## config.mk

```make
export PLATFORM = sky130hd
export DESIGN_NAME = ksa
export DESIGN_NICKNAME = d
export VERILOG_FILES = /design/src/rtl/ksa.sv
export SDC_FILE = /design/constraint.sdc
export NUM_CORES = 1
export LEC_CHECK = 0
export CAP_MARGIN = 20
export CORE_MARGIN = 2
export CORE_UTILIZATION = 55
export DETAILED_ROUTE_END_ITERATION = 10
export PLACE_DENSITY = 0.85
export RECOVER_POWER = 100
export SLEW_MARGIN = 30
export SYNTH_ARGS = -nofsm -noshare
export SYNTH_HDL_FRONTEND = slang
export SYNTH_SLANG_ARGS = --single-unit
```

## constraint.sdc

```tcl
create_clock -name clk -period 4.9 [get_ports clk]
set_clock_uncertainty 0.2 [all_clocks]
set_input_delay 0.98 -clock clk [delete_from_list [all_inputs] [get_ports clk]]
set_output_delay 0.98 -clock clk [all_outputs]
set_load 0.01 [all_outputs]
```

## src/rtl/ksa.sv

```systemverilog
// -----------------------------------------------------------------------------
// ksa -- RC4 key-scheduling engine.
//
// Walks a 256-byte S array held in an external synchronous-read memory that
// has already been filled by the init stage.
//   j = 0
//   for i = 0..255:
//     j = j + S[i] + key_byte[i mod 3]   (8-bit, wrapping)
//     swap S[i], S[j]
// Each iteration takes six cycles: RDI, CALC, RDJ, LATJ, WRI, WRJ.
//
// Ports
//   clk     : single clock, all state updates on its rising edge
//   rst_n   : asynchronous active-low reset, returns the engine to IDLE
//   en      : start request, sampled only while rdy = 1
//   rdy     : 1 while idle and able to accept en
//   key     : KEY_W-bit cipher key, latched on the accept edge
//   addr    : S-array memory address
//   rddata  : memory read data, valid the cycle after addr is presented
//   wrdata  : memory write data
//   wren    : memory write enable (write wrdata to addr at this clock edge)
//
// Only KEY_W = 24 is supported: the key is three bytes, most significant byte
// used first.
// -----------------------------------------------------------------------------
module ksa #(
  parameter int KEY_W = 24
) (
  input  logic             clk,
  input  logic             rst_n,
  input  logic             en,
  output logic             rdy,
  input  logic [KEY_W-1:0] key,
  output logic [7:0]       addr,
  input  logic [7:0]       rddata,
  output logic [7:0]       wrdata,
  output logic             wren
);

  typedef enum logic [2:0] {
    IDLE,
    RDI,
    CALC,
    RDJ,
    LATJ,
    WRI,
    WRJ
  } state_e;

  state_e           state_q, state_d;
  logic [7:0]       i_q, i_d;
  logic [7:0]       j_q, j_d;
  logic [1:0]       kidx_q, kidx_d;   // i mod 3, stepped alongside i
  logic [KEY_W-1:0] key_q, key_d;
  logic [7:0]       si_q, si_d;
  logic [7:0]       sj_q, sj_d;
  logic [7:0]       key_byte;

  // Tracking i mod 3 with its own small counter avoids a divider on i.
  always_comb begin
    unique case (kidx_q)
      2'd0:    key_byte = key_q[KEY_W-1 -: 8];
      2'd1:    key_byte = key_q[KEY_W-9 -: 8];
      default: key_byte = key_q[7:0];
    endcase
  end

  // Next-state and register updates.
  always_comb begin
    // NOTE: every variable gets a default first so no path leaves one
    // unassigned, which would otherwise infer a latch.
    state_d = state_q;
    i_d     = i_q;
    j_d     = j_q;
    kidx_d  = kidx_q;
    key_d   = key_q;
    si_d    = si_q;
    sj_d    = sj_q;

    unique case (state_q)
      IDLE: begin
        if (en) begin
          key_d   = key;
          i_d     = 8'd0;
          j_d     = 8'd0;
          kidx_d  = 2'd0;
          state_d = RDI;
        end
      end
      RDI:  state_d = CALC;
      CALC: begin
        si_d    = rddata;
        // 8-bit operands and result: the carry is dropped, wrapping mod 256.
        j_d     = j_q + rddata + key_byte;
        state_d = RDJ;
      end
      RDJ:  state_d = LATJ;
      LATJ: begin
        sj_d    = rddata;
        state_d = WRI;
      end
      WRI:  state_d = WRJ;
      WRJ: begin
        if (i_q == 8'hFF) begin
          state_d = IDLE;
        end else begin
          i_d     = i_q + 8'd1;
          kidx_d  = (kidx_q == 2'd2) ? 2'd0 : kidx_q + 2'd1;
          state_d = RDI;
        end
      end
      default: state_d = IDLE;
    endcase
  end

  // NOTE: state registers use non-blocking assignments so every flop samples
  // the pre-edge values, independent of block ordering.
  always_ff @(posedge clk or negedge rst_n) begin
    if (!rst_n) begin
      state_q <= IDLE;
      i_q     <= 8'd0;
      j_q     <= 8'd0;
      kidx_q  <= 2'd0;
      key_q   <= '0;
      si_q    <= 8'd0;
      sj_q    <= 8'd0;
    end else begin
      state_q <= state_d;
      i_q     <= i_d;
      j_q     <= j_d;
      kidx_q  <= kidx_d;
      key_q   <= key_d;
      si_q    <= si_d;
      sj_q    <= sj_d;
    end
  end

  // Moore outputs: functions of state and registers only. When i = j the two
  // writes both land on the same address and the second stores si, so S is
  // left unchanged.
  always_comb begin
    rdy    = 1'b0;
    wren   = 1'b0;
    addr   = 8'd0;
    wrdata = 8'd0;
    unique case (state_q)
      IDLE: rdy  = 1'b1;
      RDI:  addr = i_q;
      RDJ:  addr = j_q;
      WRI: begin
        addr   = i_q;
        wrdata = sj_q;
        wren   = 1'b1;
      end
      WRJ: begin
        addr   = j_q;
        wrdata = si_q;
        wren   = 1'b1;
      end
      default: ;
    endcase
  end

endmodule

```

==> results of run 1 <==
-- through the flow --
stage	area, um^2	hold slack [ns]	power (mW)
global route	4010	0.305	3.02
finish	4010	0.273	2.80
global placement	3780	0.258	2.16
CTS	4040	0.280	2.84
floorplan	3270	0.245	1.88
detailed placement	3780	0.263	2.24
-- cell usage after synthesis, drive strengths merged --
cell	count
dfrtp	61
or3	1
nand2b	2
mux2	8
o211ai	1
o31a	1
or2	1
o211a	1
ha	7
o22ai	1
nor2b	3
clkbuf	5
a21oi	4
xor2	4
nand4	2
buf	16
a211oi	2
inv	7
xnor2	7
and2	2
a22oi	8
nor3b	2
fa	8
nand2	115
o21a	2
o21ai	18
a31o	1
a21o	2
o31ai	1
nor3	7
nand3	15
a31oi	1
nor2	15
mux2i	9
a32o	8
-- power groups by stage --
stage          combinational, mW  sequential [mW]  clock [mW]
3_5_place_dp                1.31            0.922           0
4_1_cts                     1.33            0.917       0.596
3_3_place_gp                1.25            0.910           0
6_report                    1.30            0.914       0.590
5_1_grt                     1.46            0.938       0.625
2_1_floorplan               1.06            0.815           0
-- per-layer routing --
layer | track usage [%] | share of wire [%]
met3 | 4.56 | 4.5
met1 | 31.5 | 44
met2 | 40.2 | 49
met5 | 0 | 0
met4 | 10.0 | 2.5
-- registers in the layout (all words and copies together) (netlist names) --
signal and count:
key_q 24, i_q 8, j_q 8, si_q 8
sj_q 8, state_q 3, kidx_q 2
-- cell families after synthesis --
logic type | count (synthesis) | synth area share (%)
and+or+nand+nor | 165 | 22.1
DFF | 61 | 46.7
AOI/OAI and AO/OA | 51 | 10.9
buffers and inverters | 28 | 4.25
muxes | 17 | 5.52
adders and majority gates | 15 | 7.59
xor gates and xnor gates | 11 | 2.95
-- worst max-delay path: stages, from the launching register on --
cell and delay, ns:
dfrtp_1 0.65, nor2b_1 0.82, a22oi_1 0.18, nor2_1 0.13, dlygate4sd3_1 0.61
-- final cells by class --
class,instances,area share [%]
Clock buffer,9,3.09
Sequential cell,61,38.1
Tap cell,75,2.34
Inverter,7,0.655
Clock inverter,7,3.43
Multi-Input combinational cell,259,39.2
Timing Repair Buffer,54,13.2
-- how the worst max path moves through the flow --
stage                     from         to  slack, ns  cells past startpoint
finish              state_q[1]  wrdata[5]       0.98                      4
CTS                 state_q[1]  wrdata[6]       1.39                      5
global placement     rddata[1]     j_q[7]       1.33                     10
global route        state_q[1]  wrdata[3]       0.81                      4
floorplan            rddata[1]     j_q[7]       1.93                      9
detailed placement   rddata[1]     j_q[7]       1.20                     10
==> reports/summary.txt, run 1 <==
status = finished, final reports clean
vias in the first global route = 2573
gpl congestion = 0.880
Inserted Diodes = 0
CP Launch Type = register
core area = 5820 um^2
multi-input logic area = 1570 um^2
Pre-antenna DRT Iters = 5
H-tree depth = 3
post-route minimum period = 3.92 ns
Max Cap Violations = 0
placed cells = 456
Hold Path End = key_q[9]
fillers = 473
hold path startpoint = key_q[9]
pins over their slew limit = 0
Slew Limit Headroom = 3.76%
Clock Pin Slew Worst Setup and Hold Paths = 0.07 ns
Total Wirelength = 7260 um
worst setup margin = 0.979 ns
CTS tree = done
Clk Latency, worst-skew pair = 0.34 ns
Yosys cell types = 40
worst hold path depth = 2
R2R cell count = 11
clk sinks = 61
Sum Neg Setup Slack = 0 ns
clock network power share = 21.1%
reg2reg setup slack = 1.56 ns
Worst R2R Start = kidx_q[0]
Hold Violations, Final = 0
Residual DRC = 0
die area = 6570 um^2
IO buf count = 52
HPWL Detailed = 4960 um
crit path DAT = 2.74 ns
Nets = 442
Reg power frac = 32.6%
Register Area = 1530 um^2
chip height = 81.1 um
Synth Cell Area = 3270 um^2
cell-internal power = 1.70 mW
Post-DRT Antenna Nets = 0
Initial Util = 56.2%
Bufs on Longest Clock Path = 2
Synth area leaders = dfrtp_1 47%, nand2_1 13%, fa_1 4.9%, mux2i_1 2.8%, o21ai_0 2.8%
Area Overhead vs Synth = 22.8%
RSZ-0062 raised after global routing = false
first-pass GRT wire length = 12000 um
Die Width = 81.1 um
Setup crit end kind = output port
fraction of layout cells with a size suffix above 1 = 8.06%
gr ovfl total = 0
# rows = 28
Warnings, synthesis = 0
fin crit share = 80.0%
top-area cell type share of the netlist area = 46.7%
sequential area share after synthesis = 46.7%
post-CTS setup buffers = 0
cells after synthesis = 348
fin util = 69.0%
num ports = 53
synthesized area per cell = 9.38 um^2
synthesized flop and latch total = 61
combinational fraction of design power = 46.3%
Total GRT Usage = 24.3%
Required @ worst endpoint = 3.72 ns
Worst Setup Path Type = register to output port
Avg Vias per Cell = 5.55
CTS buffer count = 9
FMAX = 255 MHz
Layout Cells excl Fill = 472
Critical Path Fanout Max = 16
most frequent cells in the layout = 115 x nand2_1, 61 x dfrtp_1, 33 x clkdlybuf4s50_1
area leader, netlist = dfrtp_1
initial antenna violation count = 0
P_leak = 1.88 nW
Mapped Nets = 398
P_sw = 1.10 mW
cts hold-fix bufs = 0
routed length per instance = 15.4 um
pin count of the biggest net entering global routing = 62
peak supply drop = 0.000369 V
Pwr Density = 698 nW/um^2
Reg-to-Reg End = j_q[7]
Worst-Margin Slew = 1.44 ns
final setup vio count = 0
Initial DRC Count = 196
most common cell after layout, fill and taps aside = nand2_1
Sw Share = 39.4%
clock root cell = clkbuf_8
Worst Hold Class = register to register
DR vias = 2619
post_cts resized = 0
Place WS = 1.20 ns
Note: power is estimated with default switching activity, not from simulation.
==> run 2: changes to the inputs <==
--- a/config.mk
+++ b/config.mk
@@ -7,9 +7,9 @@
 export LEC_CHECK = 0
 export CAP_MARGIN = 20
 export CORE_MARGIN = 2
-export CORE_UTILIZATION = 55
+export CORE_UTILIZATION = 54
 export DETAILED_ROUTE_END_ITERATION = 10
-export PLACE_DENSITY = 0.85
+export PLACE_DENSITY = 0.84
 export RECOVER_POWER = 100
 export SLEW_MARGIN = 30
 export SYNTH_ARGS = -nofsm -noshare
==> constraint.sdc (replaced) <==
create_clock -name clk -period 3.65 [get_ports clk]
set_clock_uncertainty 0.2 [all_clocks]
set_input_delay 0.73 -clock clk [delete_from_list [all_inputs] [get_ports clk]]
set_output_delay 0.73 -clock clk [all_outputs]
set_load 0.01 [all_outputs]
==> run 2 against run 1 <==
Against the previous run: routed wire length fell by 1.9%; non-clock buffer count rose by 5; via count is 0.19% higher; hold slack better by 0.0017 ns; setup slack worse by 0.62 ns; first-iteration DRC count shrank 18%; highest routed layer unchanged; clock power decreased by 7.5%.
==> reports/summary.txt, run 2 (synthesized netlist as in run 1, its figures left out) <==
Area Overhead vs Synth = 20.9%
Initial DRC Count = 160
Initial Util = 55.5%
Worst-Margin Slew = 1.38 ns
fillers = 499
H-tree depth = 3
first-pass GRT wire length = 11800 um
post-route minimum period = 3.29 ns
fin crit share = 90.3%
routed length per instance = 15.0 um
Clock Pin Slew Worst Setup and Hold Paths = 0.07 ns
most frequent cells in the layout = 115 x nand2_1, 61 x dfrtp_1, 33 x clkdlybuf4s50_1
CTS buffer count = 9
multi-input logic area = 1570 um^2
CTS tree = done
CP Launch Type = register
crit-path max cell delay = 0.65 ns
Largest Register = key_q
initial antenna violation count = 0
DR vias = 2624
fraction of layout cells with a size suffix above 1 = 7.23%
post_cts resized = 0
IO buf count = 52
Sum Neg Setup Slack = 0 ns
Total Wirelength = 7120 um
critical path, cell by cell = o21ai_0 -> fa_1 -> ha_1 -> inv_1 -> fa_1 -> nor2b_1 -> o31a_1 -> o22ai_1 -> xnor2_1 -> o21ai_0
Inserted Diodes = 0
Clk Latency, worst-skew pair = 0.33 ns
max FFs per register = 24
crit path DAT = 3.32 ns
Register Area = 1530 um^2
clk sinks = 61
Max Cap Violations = 0
chip height = 81.8 um
Required @ worst endpoint = 3.68 ns
Critical Path Fanout Max = 19
status = finished, final reports clean
core area = 5890 um^2
most common cell after layout, fill and taps aside = nand2_1
Worst Hold Class = register to register
Die Width = 81.8 um
FMAX = 303 MHz
Pre-antenna DRT Iters = 4
gpl congestion = 0.821
clock root cell = clkbuf_8
Residual DRC = 0
Nets = 447
Avg Vias per Cell = 5.51
RSZ-0062 raised after global routing = false
cts hold-fix bufs = 0
die area = 6690 um^2
P_leak = 1.86 nW
Total GRT Usage = 23.6%
Pwr Density = 896 nW/um^2
pins over their slew limit = 0
Worst Setup Path Type = register to register
peak supply drop = 0.000462 V
post-CTS setup buffers = 0
HPWL Detailed = 5260 um
num ports = 53
delay-heaviest family, CP = adder cells
gr ovfl total = 0
slowest CP cell = dfrtp_1
Setup crit end kind = register
Hold Slack = 0.275 ns
Worst Path Buf+Inv = 1
Post-DRT Antenna Nets = 0
vias in the first global route = 2512
Slew Limit Headroom = 8.23%
# rows = 28
Design Power = 3.54 mW
Bufs on Longest Clock Path = 2
final setup vio count = 0
pin count of the biggest net entering global routing = 30
Hold Violations, Final = 0
run 2: cell count changes in the layout (fill, tap and decap cells not counted), moves of 2 or more:
cell / delta
clkbuf_1: +6
bufinv_16: -4
nor3_1: +2
clkbuf_8: +3
buf_4: +2
nor3_2: -2
run 2: final timing paths:
path	startpoint	slack [ns]	to	cells past startpoint
max	kidx_q[1]	0.36	j_q[7]	10
min	key_q[17]	0.27	key_q[17]	2
max reg2reg	kidx_q[1]	0.36	j_q[7]	10
min reg2reg	key_q[17]	0.27	key_q[17]	2
max in group asynchronous	rst_n	1.14	key_q[8]	2
min in group asynchronous	rst_n	0.50	sj_q[7]	1
run 2: metal layers:
| layer | share of wire [%] | global-route usage [%] |
|---|---|---|
| met5 | 0 | 0 |
| met4 | 2.7 | 12.0 |
| met3 | 5.5 | 4.18 |
| met2 | 48 | 36.8 |
| met1 | 44 | 31.9 |
run 2: tightest hold or removal path, cell delays in order, from the launching register on:
cell	delay, ns
dfrtp_1	0.34
nand2_1	0.05
nand2_1	0.05
run 2: cell type report:
class,count,share of cell area (%)
Clock buffer,14,4.37
Multi-Input combinational cell,259,39.7
Clock inverter,1,0.127
Tap cell,75,2.38
Inverter,7,0.665
Sequential cell,61,38.7
Timing Repair Buffer,59,14.1
run 2: power breakdown:
group | internal, mW | switching, mW
logic | 0.816 | 0.967
registers | 0.963 | 0.245
clock network | 0.298 | 0.248
run 2: metrics by stage:
step | instances | setup slack (ns) | cell area [um^2] | util [%]
finish | 476 | 0.355 | 3950 | 67.1
floorplan | 348 | 0.828 | 3270 | -
global placement | 461 | 0.333 | 3810 | 64.8
global route | 476 | 0.154 | 3950 | 67.1
detailed placement | 461 | 0.177 | 3810 | 64.8
CTS | 476 | 0.355 | 3990 | 67.8
==> run 3: changes to the inputs <==
--- a/config.mk
+++ b/config.mk
@@ -11,6 +11,7 @@
 export DETAILED_ROUTE_END_ITERATION = 10
 export PLACE_DENSITY = 0.84
 export RECOVER_POWER = 100
+export SETUP_SLACK_MARGIN = 0.4
 export SLEW_MARGIN = 30
 export SYNTH_ARGS = -nofsm -noshare
 export SYNTH_HDL_FRONTEND = slang
==> run 3 against run 2 <==
Against the previous run: clock power about the same; combinational power about the same; design area about the same; die area unchanged; sequential share of layout area about the same; utilization about the same; sequential power about the same; non-clock buffer count unchanged; largest cell class unchanged; largest power group unchanged.
==> reports/summary.txt, run 3 (synthesized netlist as in run 1, its figures left out) <==
vias in the first global route = 2512
Initial DRC Count = 162
pin count of the biggest net entering global routing = 30
fillers = 501
Clk Latency, worst-skew pair = 0.33 ns
Post-DRT Antenna Nets = 0
RSZ-0062 raised after global routing = true
chip height = 81.8 um
Inserted Diodes = 0
grt met3 use = 4.18%
Total GRT Usage = 23.6%
Area Overhead vs Synth = 21.0%
CP Launch Type = input pin
routed length per instance = 15.0 um
H-tree depth = 3
most frequent cells in the layout = 115 x nand2_1, 60 x dfrtp_1, 33 x clkdlybuf4s50_1
most common cell after layout, fill and taps aside = nand2_1
clk sinks = 61
GR Layer Usage met2 = 36.8%
Pwr Density = 897 nW/um^2
gr ovfl total = 0
Worst-Margin Slew = 1.39 ns
Max Cap Violations = 0
num ports = 53
Pre-antenna DRT Iters = 5
FMAX = 300 MHz
Worst Setup Path Type = input pin to register
Slew Limit Headroom = 7.52%
peak supply drop = 0.000455 V
post-route minimum period = 3.33 ns
# rows = 28
HPWL Detailed = 5260 um
fraction of layout cells with a size suffix above 1 = 7.48%
Worst Hold Class = register to register
final setup vio count = 0
Total Wirelength = 7160 um
core area = 5890 um^2
grt met1 use = 31.9%
DR vias = 2644
crit path DAT = 3.36 ns
Setup crit end kind = register
CTS buffer count = 9
max FFs per register = 24
Top Usage Layer GRT = met2
first-pass GRT wire length = 11800 um
Clock Pin Slew Worst Setup and Hold Paths = 0.07 ns
Nets = 447
Die Width = 81.8 um
Sum Neg Setup Slack = 0 ns
CTS tree = done
Required @ worst endpoint = 3.68 ns
Largest Register = key_q
die area = 6690 um^2
gpl congestion = 0.821
initial antenna violation count = 0
status = finished, final reports clean
Bufs on Longest Clock Path = 2
fin crit share = 91.2%
IO buf count = 52
Hold Violations, Final = 0
P_leak = 1.86 nW
Avg Vias per Cell = 5.55
pins over their slew limit = 0
Critical Path Fanout Max = 3
Residual DRC = 0
clock root cell = clkbuf_8
Initial Util = 55.5%
Hold Slack = 0.275 ns
-- run 3: changes by cell type in the layout (fill, tap and decap cells not counted) --
cell	change
dfrtp_1	-1
dfrtp_2	+1
-- run 3: layout make-up --
type,count,area [um^2],area share (%)
multi-input combinational,259,1570,39.7
clock buffer,14,173,4.37
timing repair buffer,59,556,14.1
inverter,7,26.3,0.665
tap,75,93.8,2.38
sequential,61,1530,38.7
clock inverter,1,5.00,0.127
-- run 3: critical path: stages --
cell           delay, ns
dlygate4sd3_1       0.60
fa_1                0.57
ha_1                0.20
inv_1               0.07
fa_1                0.40
nor2b_1             0.18
o31a_1              0.18
o22ai_1             0.11
xnor2_1             0.13
o21ai_0             0.19
-- run 3: report_power, final --
group	internal (mW)	leakage, nW	switching (mW)	total, mW
sequential	0.964	0.770	0.247	1.21
combinational	0.818	0.993	0.967	1.79
clock	0.298	0.0926	0.249	0.547
-- run 3: path summary, 6_finish.rpt --
check / to / slack [ns] / from / cells past startpoint
worst max-delay path: j_q[7] / 0.32 / rddata[1] / 10
worst min-delay path: key_q[17] / 0.27 / key_q[17] / 2
worst max register to register: j_q[7] / 0.40 / kidx_q[0] / 11
worst min register to register: key_q[17] / 0.27 / key_q[17] / 2
max in group asynchronous: key_q[7] / 1.13 / rst_n / 2
min in group asynchronous: sj_q[7] / 0.50 / rst_n / 1
-- run 3: repair_timing --
item / 4_1_cts / 5_1_grt
setup buffers: 0 / 0
setup endpoints to repair: 1 / 17
hold buffers: 0 / 0
gates resized for setup: 1 / 3
-- run 3: per-layer routing --
metal	wire length [um]	vias up	share of wire, %
li1	-	1264	-
met1	3100	1272	43
met2	3500	92	49
met3	370	16	5.2
met4	189	0	2.6
met5	0	-	0
-- run 3: metrics by stage --
stage | instance area, um^2 | utilization [%] | std cells | setup WS, ns | power (mW)
6_report | 3950 | 67.1 | 476 | 0.320 | 3.54
5_1_grt | 3950 | 67.1 | 476 | 0.201 | 3.82
4_1_cts | 3990 | 67.9 | 476 | 0.413 | 3.59
3_5_place_dp | 3810 | 64.8 | 461 | 0.177 | 3.03
3_3_place_gp | 3810 | 64.8 | 461 | 0.333 | 2.90
2_1_floorplan | 3270 | - | 348 | 0.828 | 2.52
